`config.mk`:
```
export PLATFORM = sky130hd
export DESIGN_NAME = mem_stage_flat
export DESIGN_NICKNAME = d
export VERILOG_FILES = /design/src/rtl/mem_stage_if.sv /design/src/rtl/mem_stage.sv /design/src/flat_wrapper.sv
export SDC_FILE = /design/constraint.sdc
export NUM_CORES = 1
export LEC_CHECK = 0
export BUFFER_PORTS_ARGS = -buffer_cell sky130_fd_sc_hd__buf_2
export CORE_AREA = 2 2 135 137
export DETAILED_ROUTE_END_ITERATION = 8
export DIE_AREA = 0 0 137 139
export PLACE_DENSITY = 0.95
export SYNTH_ARGS = -nofsm -noshare
export SYNTH_HDL_FRONTEND = slang
export SYNTH_SLANG_ARGS = --single-unit
```
`constraint.sdc`:
```
create_clock -name clk -period 3.5 [get_ports clk]
set_input_delay 0.7 -clock clk [delete_from_list [all_inputs] [get_ports clk]]
set_output_delay 0.7 -clock clk [all_outputs]
set_load 0.1 [all_outputs]
```
`src/rtl/mem_stage_if.sv`:
```
// -----------------------------------------------------------------------------
// mem_stage_if
// Bundles every handshake and data signal that the memory-access stage exchanges
// with the execute stage, the write-back stage and the data SRAM.
//
// The slave modport is the stage itself. The master modport is its surroundings:
// the execute stage, the write-back stage and the SRAM response path.
//
// Signals (as seen by the slave):
//   flush              in   WB flush; kills the held instruction
//   es_to_ms_valid     in   execute stage offers an instruction
//   es_to_ms_bus       in   132-bit instruction fields
//   ms_allowin         out  stage accepts an instruction this cycle
//   ws_allowin         in   write-back stage accepts
//   ms_to_ws_valid     out  stage offers a completed instruction
//   ms_to_ws_bus       out  126-bit completed-instruction fields
//   data_sram_data_ok  in   one-cycle SRAM response pulse, in issue order
//   data_sram_rdata    in   SRAM response data
//   stall_ms_bus       out  {valid && |gr_we, gated gr_we, dest}
//   forward_ms_bus     out  {valid && ready_go, final result}
//   ms_exc_eret        out  held instruction carries an exception or eret
// -----------------------------------------------------------------------------
interface mem_stage_if;
    logic         flush;
    logic         es_to_ms_valid;
    logic [131:0] es_to_ms_bus;
    logic         ms_allowin;
    logic         ws_allowin;
    logic         ms_to_ws_valid;
    logic [125:0] ms_to_ws_bus;
    logic         data_sram_data_ok;
    logic [31:0]  data_sram_rdata;
    logic [9:0]   stall_ms_bus;
    logic [32:0]  forward_ms_bus;
    logic         ms_exc_eret;

    modport master (
        output flush, es_to_ms_valid, es_to_ms_bus, ws_allowin,
               data_sram_data_ok, data_sram_rdata,
        input  ms_allowin, ms_to_ws_valid, ms_to_ws_bus,
               stall_ms_bus, forward_ms_bus, ms_exc_eret
    );

    modport slave (
        input  flush, es_to_ms_valid, es_to_ms_bus, ws_allowin,
               data_sram_data_ok, data_sram_rdata,
        output ms_allowin, ms_to_ws_valid, ms_to_ws_bus,
               stall_ms_bus, forward_ms_bus, ms_exc_eret
    );
endinterface

```
`src/rtl/mem_stage.sv`:
```
// -----------------------------------------------------------------------------
// mem_stage
// Memory-access pipeline stage. It holds one instruction and waits for the
// data-SRAM response of a load or store that the execute stage already issued.
// It extracts and extends load data, and passes the exception/CP0 fields through
// unchanged to write-back. Responses that belong to instructions killed by a WB
// flush are counted and dropped.
//
// Ports:
//   clk     sole clock, rising edge
//   resetn  asynchronous active-low reset
//   ms_if   mem_stage_if.slave (see mem_stage_if.sv for the signal list)
// -----------------------------------------------------------------------------
module mem_stage (
    input  logic        clk,
    input  logic        resetn,
    mem_stage_if.slave  ms_if
);
    localparam int ES_TO_MS_BUS_WD = 132;

    logic [ES_TO_MS_BUS_WD-1:0] r_bus;
    logic                       r_ms_valid;
    logic [31:0]                r_rbuf;
    logic                       r_rbuf_valid;
    logic [1:0]                 r_discard_cnt;

    logic [2:0]  w_load_type;
    logic        w_mem_req;
    logic [1:0]  w_addr_low;
    logic [3:0]  w_gr_we;
    logic [4:0]  w_dest;
    logic [31:0] w_alu_result;
    logic [31:0] w_pc;
    logic        w_resp_live;
    logic        w_resp_drop;
    logic        w_owner;
    logic        w_ready_go;
    logic        w_allowin;
    logic        w_to_ws_valid;
    logic        w_leave;
    logic [31:0] w_ld;
    logic [7:0]  w_byte;
    logic [15:0] w_half;
    logic [31:0] w_result;

    assign w_load_type  = r_bus[78:76];
    assign w_mem_req    = r_bus[75];
    assign w_addr_low   = r_bus[74:73];
    assign w_gr_we      = r_bus[72:69];
    assign w_dest       = r_bus[68:64];
    assign w_alu_result = r_bus[63:32];
    assign w_pc         = r_bus[31:0];

    // A response belongs to the held instruction only when no killed
    // instruction still has a response in flight ahead of it.
    assign w_resp_live   = ms_if.data_sram_data_ok && (r_discard_cnt == 2'd0);
    assign w_resp_drop   = ms_if.data_sram_data_ok && (r_discard_cnt != 2'd0);
    assign w_owner       = r_ms_valid && w_mem_req && !r_rbuf_valid;
    assign w_ready_go    = !w_mem_req || r_rbuf_valid || w_resp_live;
    assign w_allowin     = !r_ms_valid || (w_ready_go && ms_if.ws_allowin);
    assign w_to_ws_valid = r_ms_valid && w_ready_go;
    assign w_leave       = w_to_ws_valid && ms_if.ws_allowin;

    // A buffered response takes precedence over the live SRAM data, so a load
    // that caught its data while WB was stalled delivers it later.
    assign w_ld = r_rbuf_valid ? r_rbuf : ms_if.data_sram_rdata;

    // Pick the addressed byte/halfword, then extend it by load type.
    // Load types 110/111 behave like a plain ALU result.
    always_comb begin
        w_byte = w_ld[7:0];
        case (w_addr_low)
            2'd0: w_byte = w_ld[7:0];
            2'd1: w_byte = w_ld[15:8];
            2'd2: w_byte = w_ld[23:16];
            2'd3: w_byte = w_ld[31:24];
            default: w_byte = w_ld[7:0];
        endcase
        w_half   = w_addr_low[1] ? w_ld[31:16] : w_ld[15:0];
        w_result = w_alu_result;
        case (w_load_type)
            3'b001:  w_result = {{24{w_byte[7]}}, w_byte};
            3'b010:  w_result = {24'h0, w_byte};
            3'b011:  w_result = {{16{w_half[15]}}, w_half};
            3'b100:  w_result = {16'h0, w_half};
            3'b101:  w_result = w_ld;
            default: w_result = w_alu_result;
        endcase
    end

    // Instruction register. A flush wins over a new instruction offered in the
    // same cycle. The bus register may load while flushing, but it stays invalid.
    always_ff @(posedge clk or negedge resetn) begin
        if (!resetn) begin
            r_ms_valid <= 1'b0;
            r_bus      <= '0;
        end else begin
            if (ms_if.flush) begin
                r_ms_valid <= 1'b0;
            end else if (w_allowin) begin
                r_ms_valid <= ms_if.es_to_ms_valid;
            end
            if (ms_if.es_to_ms_valid && w_allowin) begin
                r_bus <= ms_if.es_to_ms_bus;
            end
        end
    end

    // Response buffer. It is only filled when write-back cannot take the
    // instruction in the same cycle. Leaving or flushing empties it.
    always_ff @(posedge clk or negedge resetn) begin
        if (!resetn) begin
            r_rbuf       <= 32'h0;
            r_rbuf_valid <= 1'b0;
        end else if (ms_if.flush || w_leave) begin
            r_rbuf_valid <= 1'b0;
        end else if (w_resp_live && w_owner) begin
            r_rbuf       <= ms_if.data_sram_rdata;
            r_rbuf_valid <= 1'b1;
        end
    end

    // Count responses still owed to killed instructions. A response arriving in
    // the flush cycle satisfies the killed request itself, so nothing is added.
    always_ff @(posedge clk or negedge resetn) begin
        if (!resetn) begin
            r_discard_cnt <= 2'd0;
        end else if (w_resp_drop) begin
            r_discard_cnt <= r_discard_cnt - 2'd1;
        end else if (ms_if.flush && w_owner && !ms_if.data_sram_data_ok
                     && (r_discard_cnt != 2'd3)) begin
            r_discard_cnt <= r_discard_cnt + 2'd1;
        end
    end

    assign ms_if.ms_allowin     = w_allowin;
    assign ms_if.ms_to_ws_valid = w_to_ws_valid;
    assign ms_if.ms_to_ws_bus   = {r_bus[131:79], w_gr_we, w_dest, w_result, w_pc};
    assign ms_if.stall_ms_bus   = {r_ms_valid && (|w_gr_we), {4{r_ms_valid}} & w_gr_we, w_dest};
    assign ms_if.forward_ms_bus = {r_ms_valid && w_ready_go, w_result};
    assign ms_if.ms_exc_eret    = r_ms_valid && (r_bus[98] || r_bus[89]);
endmodule

```
`src/flat_wrapper.sv`:
```
// flat-port wrapper written by rule: the top's interface ports become plain ports
module mem_stage_flat 
  (clk, resetn, ms_if_flush, ms_if_es_to_ms_valid, ms_if_es_to_ms_bus, ms_if_ws_allowin, ms_if_data_sram_data_ok, ms_if_data_sram_rdata, ms_if_ms_allowin, ms_if_ms_to_ws_valid, ms_if_ms_to_ws_bus, ms_if_stall_ms_bus, ms_if_forward_ms_bus, ms_if_ms_exc_eret);
  mem_stage_if ms_if_i ();
  input  logic clk;
  input  logic resetn;
  input wire logic [$bits(ms_if_i.flush)-1:0] ms_if_flush;
  input wire logic [$bits(ms_if_i.es_to_ms_valid)-1:0] ms_if_es_to_ms_valid;
  input wire logic [$bits(ms_if_i.es_to_ms_bus)-1:0] ms_if_es_to_ms_bus;
  input wire logic [$bits(ms_if_i.ws_allowin)-1:0] ms_if_ws_allowin;
  input wire logic [$bits(ms_if_i.data_sram_data_ok)-1:0] ms_if_data_sram_data_ok;
  input wire logic [$bits(ms_if_i.data_sram_rdata)-1:0] ms_if_data_sram_rdata;
  output wire logic [$bits(ms_if_i.ms_allowin)-1:0] ms_if_ms_allowin;
  output wire logic [$bits(ms_if_i.ms_to_ws_valid)-1:0] ms_if_ms_to_ws_valid;
  output wire logic [$bits(ms_if_i.ms_to_ws_bus)-1:0] ms_if_ms_to_ws_bus;
  output wire logic [$bits(ms_if_i.stall_ms_bus)-1:0] ms_if_stall_ms_bus;
  output wire logic [$bits(ms_if_i.forward_ms_bus)-1:0] ms_if_forward_ms_bus;
  output wire logic [$bits(ms_if_i.ms_exc_eret)-1:0] ms_if_ms_exc_eret;
  assign ms_if_i.flush = ms_if_flush;
  assign ms_if_i.es_to_ms_valid = ms_if_es_to_ms_valid;
  assign ms_if_i.es_to_ms_bus = ms_if_es_to_ms_bus;
  assign ms_if_i.ws_allowin = ms_if_ws_allowin;
  assign ms_if_i.data_sram_data_ok = ms_if_data_sram_data_ok;
  assign ms_if_i.data_sram_rdata = ms_if_data_sram_rdata;
  assign ms_if_ms_allowin = ms_if_i.ms_allowin;
  assign ms_if_ms_to_ws_valid = ms_if_i.ms_to_ws_valid;
  assign ms_if_ms_to_ws_bus = ms_if_i.ms_to_ws_bus;
  assign ms_if_stall_ms_bus = ms_if_i.stall_ms_bus;
  assign ms_if_forward_ms_bus = ms_if_i.forward_ms_bus;
  assign ms_if_ms_exc_eret = ms_if_i.ms_exc_eret;
  mem_stage u_core (.clk(clk), .resetn(resetn), .ms_if(ms_if_i));
endmodule
```
# Word-level counts from Yosys, hierarchy flattened

Cells that the tools add are included.

Bitwise gates (word level): 2
Reductions and logical operators: 31
Add/subtract/negate cells: 2
Eq/ne operators: 9
Muxes and demuxes: 10

Operators by type and width:

| operator                                                           | count |
|---|---|
| 32-bit case mux with 5 select lines                                | 1 |
| 32-bit two-way mux                                                 | 1 |
| 8-bit case mux with 4 select lines                                 | 1 |
| 16-bit two-way mux                                                 | 1 |
| 1-bit logical AND                                                  | 14 |
| 2-bit nonzero test                                                 | 4 |
| 3-bit by 2-bit == test with 1-bit output, second input constant    | 2 |
| 3-bit == test, second input constant                               | 2 |
| 1-bit logical OR                                                   | 5 |
| 4-bit bitwise AND                                                  | 1 |
| 2-bit == test, second input constant                               | 2 |
| 1-bit logical NOT                                                  | 4 |
| 2-bit logical NOT                                                  | 2 |
| 1-bit two-way mux                                                  | 4 |
| 2-bit two-way mux                                                  | 2 |
| 4-bit OR reduction                                                 | 1 |
| 3-bit by 1-bit == test with 1-bit output, second input constant    | 1 |
| 2-bit by 1-bit adder with 2-bit output, second input constant      | 1 |
| 2-bit by 1-bit == test with 1-bit output, second input constant    | 1 |
| 2-bit inequality test, second input constant                       | 1 |
| 2-bit AND reduction                                                | 1 |
| 2-bit by 1-bit subtractor with 2-bit output, second input constant | 1 |
| 1-bit inverter                                                     | 1 |

Logic and storage cells: 59
Input bits: 170
Output and inout port bits: 172
Bits in registers: 168

# Depth between registers and ports, before layout

Word-level depth: 8
Mapped depth: 9
Depth with buffers taken out: 5

# Worst setup path before layout

Ideal clock, no wire load.

Path type: input to output
From: input port ms_if_data_sram_rdata[23]
To: output port ms_if_ms_to_ws_bus[39]
Arrival: 4.114 ns
Data required time: 2.800 ns
Stages on the path: 6
Path slack: -1.314 ns
Cell sequence: mux4_2 nor2_1 a211oi_1 a21oi_1 a21boi_0 buf_4

Cells in the longest elaborated chain, start to end: 3
Elaborated cells between the ends (all ways): 4
Classes of those cells: mux: 4

Ends and longest elaborated chain:

| element                                                                         | line                             | text |
|---|---|---|
| start, declared                                                                 | flat_wrapper.sv:12               | `input wire logic [$bits(ms_if_i.data_sram_rdata)-1:0] ms_if_data_sram_rdata;` |
| 32-bit two-way mux *                                                            | mem_stage.sv:66                  | `assign w_ld = r_rbuf_valid ? r_rbuf : ms_if.data_sram_rdata;` |
| 8-bit case mux with 4 select lines / 16-bit two-way mux (equally long branches) | mem_stage.sv:72, mem_stage.sv:79 |  |
| 32-bit case mux with 5 select lines *                                           | mem_stage.sv:81                  | `case (w_load_type)` |
| end, declared                                                                   | flat_wrapper.sv:15               | `output wire logic [$bits(ms_if_i.ms_to_ws_bus)-1:0] ms_if_ms_to_ws_bus;` |

Every way passes the cells marked *; elsewhere a longest branch is shown, timed or not.

# Final worst setup path

From: register u_core.r_bus[78]
To: output port ms_if_ms_to_ws_bus[46]

Cells in the longest elaborated chain, start to end: 2
Elaborated cells between the ends (all ways): 6
Classes of those cells: eq/ne: 5; mux: 1

Ends and longest elaborated chain:

| element                                     | line             | text |
|---|---|---|
| start, declared                             | mem_stage.sv:21  | `logic [ES_TO_MS_BUS_WD-1:0] r_bus;` |
| start signal, assigned                      | mem_stage.sv:104 | `r_bus <= ms_if.es_to_ms_bus;` |
| 3-bit == test, or another cell as far along | mem_stage.sv:81  |  |
| 32-bit case mux with 5 select lines *       | mem_stage.sv:81  |  |

Marks and branches as above.

==> impl_results.md <==
* Power Dens Cells at between 800 and 900 nW/µm²
* Ratio of cells with drive above 1 in the final layout at 62.3%
* Register area at between 4000 and 5000 µm²
* Sequential share of the synthesized area at roughly 45%
* Slew headroom at approximately 54%
* CP Data Required Time at between 2 and 3 ns
* Fmax at 296 MHz
* 1st-iter DRT viols at around 470
* Comb power frac at between 50 and 60%
* Layout area overhead at 26.4%
* Placed inst area at around 11,000 µm²
* Tightest Pin Transition at approximately 0.69 ns
* First-pass GRT wire length at between 40,000 and 50,000 µm
* Max clock buf depth at 2
* Total CTS buffers at 17
* Leak at between 0.005 and 0.006 µW
* Switching Fraction at between 50% and 60%
* Vias in the first global route at 7,284
* Row cnt at ~50
* Synth Area per Inst at ~12 µm²
* Max VDD drop at roughly 0.7 mV
* Fin crit share at a little over nine tenths
* Root Driver: clkbuf_16
* Worst EP arrival at ~2.7 ns
* Initial core utilization at between 50% and 60%
* Power share of the clock group at 18.1%
* IO Count at approximately 340
* # setup viols final at 0
* RSZ-0062 raised after global routing: no
* Critical Path Start Type: flop
* Htree depth at 4
* GRT overflow at 0
* Top_reg_cell synth: dfrtp_1
* Fillers at between 1,000 and 1,500
* Cell area after layout at approximately 12,000 µm²
* Synthesized Nets at 946
* Setup CP Type: reg2out
* Worst r2r src: u_core.r_discard_cnt[0]
* Final Hold Vio Count at 0
* Core Area at between 15,000 and 20,000 µm²
* Die width at between 100 and 150 µm
* I/O Buffers at 341
* Max Clock Skew at 0.0120 ns
* Synth Register Bits at ~170
* Die Y at between 100 and 150 µm
* Yosys warning count at 0
* Initial antenna violation count at 3
* Clock transition at path regs at around 0.07 ns
* Skew-Pair Late Insertion Delay at between 0.4 and 0.5 ns
* Multi-input gate area at around 4000 µm²
* HP Class: in2async
* Distinct cells, synth at 43
* Int Pwr at 4950 µW
* Max cap viols at 0
* TritonRoute pass-1 iters at 5
* Vias/cell at ~5.6
* Die area at between 15,000 and 20,000 µm²
* Syn Inst Count at approximately 780
* Largest net degree at the start of global routing at 72
* Final HPWL DP at 20,700 µm
* P_sw at 5450 µW
* Routability cong. at 0.981
* Nets@finish at between 1,000 and 1,500
* ANT nets after route at 0
* Routed vias at about 7,000
* Post-Syn Area at 9380 µm²
* DRC viols at 0
* EDFF count, synth at 0
* TritonCTS clock tree: done
* Clock sinks at between 150 and 200
* WL/cell at 21.9 µm
* Tot GR Track Use at 28.5%
* Outcome: finished clean
* Slew Limit Fails at 0
* Crit Path Max Fanout at 12
* Worst setup EP type: primary output
* WL final at ~27,000 µm
* FFs w/ async S/R, synth at between 90% and 100%
* Fin crit period at between 3 and 4 ns
* Crit path launch: u_core.r_bus[78]
* Total power at approximately 10,000 µW
* Seq pwr share at between 20% and 30%
critical path, cell delays in order, from the launching register on:
cell	delay (ns)
dfrtp_1	0.62
buf_4	0.28
nand3b_1	0.21
buf_4	0.25
o22ai_1	0.33
o32a_1	0.36
buf_12	0.21
worst paths after layout:
check	cells past startpoint	slack [ns]	end
min	1	0.27	u_core.r_bus[35]
min reg2reg	1	0.50	u_core.r_bus[97]
min in group clk	2	0.50	u_core.r_bus[121]
max in group asynchronous	2	2.39	u_core.r_bus[77]
max	6	0.12	ms_if_ms_to_ws_bus[46]
max reg2reg	6	1.11	u_core.r_bus[124]
synthesized netlist by cell type, types with 2 or more instances:
cell / n / area share (%)
o22a_1: 16 / 1.5
buf_1: 6 / 0.24
mux2i_1: 38 / 4.1
clkbuf_1: 12 / 0.48
o32a_1: 12 / 1.3
o22ai_1: 16 / 1.1
mux4_2: 15 / 3.6
inv_1: 17 / 0.68
and2_1: 10 / 0.67
nand2_1: 13 / 0.52
mux2_2: 173 / 21
nand3b_1: 2 / 0.16
a31oi_1: 2 / 0.13
buf_6: 11 / 1.3
dfrtp_1: 168 / 45
a211oi_1: 3 / 0.24
buf_2: 18 / 0.96
a21oi_1: 29 / 1.5
nor2_1: 32 / 1.3
a22oi_1: 2 / 0.16
nor2b_1: 2 / 0.13
o21a_1: 4 / 0.32
o221ai_1: 4 / 0.37
buf_4: 134 / 11
nor3b_2: 2 / 0.27
nand2b_1: 3 / 0.20
o2111ai_1: 2 / 0.19
nand3_1: 6 / 0.32
o21ai_0: 10 / 0.53
power groups by stage:
stage | Clock, µW | Combinational, µW | Sequential, µW
5_1_grt | 2000 | 6120 | 2600
2_1_floorplan | 0 | 4750 | 2480
3_5_place_dp | 0 | 5930 | 2580
4_1_cts | 1910 | 5950 | 2550
3_3_place_gp | 0 | 5850 | 2550
6_report | 1880 | 5960 | 2560
cell families after synthesis:
| group | Yosys count | share of synthesized area, % |
|---|---|---|
| flip-flops | 168 | 44.8 |
| AO/OA/AOI/OAI | 109 | 8.45 |
| XOR/XNOR | 1 | 0.0934 |
| multiplexers | 226 | 28.4 |
| buffers and inverters | 198 | 14.4 |
| AND/OR/NAND/NOR | 74 | 3.84 |
per-stage QoR:
stage	setup slack (ns)	cells	setup TNS (ns)	util (%)	hold WS [ns]
3_5_place_dp	0.147	1185	0	63.3	0.490
6_report	0.122	1224	0	67.2	0.266
5_1_grt	0.00462	1223	0	67.1	0.329
4_1_cts	-0.0340	1219	-0.114	66.7	0.300
2_1_floorplan	-0.481	776	-0.481	-	0.404
3_3_place_gp	-0.0998	1185	-2.08	63.3	0.485
cell type report:
class | count | share of cell area [%]
flip-flops and latches | 168 | 35.5
multi-input cells | 410 | 32.8
repair buffers | 366 | 23.7
clock buffers | 18 | 3.70
well taps | 229 | 2.42
clock inverters | 14 | 1.28
inverters | 17 | 0.538
diodes | 2 | 0.0422
per-layer routing:
layer,GRT usage [%],routed length (µm)
met1,30.5,9130
met2,51.1,14300
met3,8.15,2120
met4,13.2,1240
met5,0,11
sequential cells by signal, indices dropped and copies added (netlist names):
signal and cells:
u_core.r_discard_cnt 2, u_core.r_rbuf 32, u_core.r_bus 132, u_core.r_ms_valid 1, u_core.r_rbuf_valid 1
layout by cell type (no fill, tap or decap), types with 7 or more instances in the layout:
master,count
buf_2,280
mux2_2,173
dfrtp_1,165
buf_12,60
mux2i_1,37
nor2_1,32
a21oi_1,27
buf_4,19
inv_1,17
clkbuf_16,17
mux4_2,15
o22ai_1,14
nand2_1,13
o21ai_0,10
o22a_2,10
and2_1,9
o32a_1,7
what timing repair did:
item | in CTS | in global routing
resized for setup | 1 | 12
hold endpoints to repair | 0 | 0
hold buffers | 0 | 0
pin swaps | 1 | 0
buffers inserted | 2 | 3
endpoints found under the setup margin | 31 | 48
Note: power is estimated with default switching activity, not from simulation.
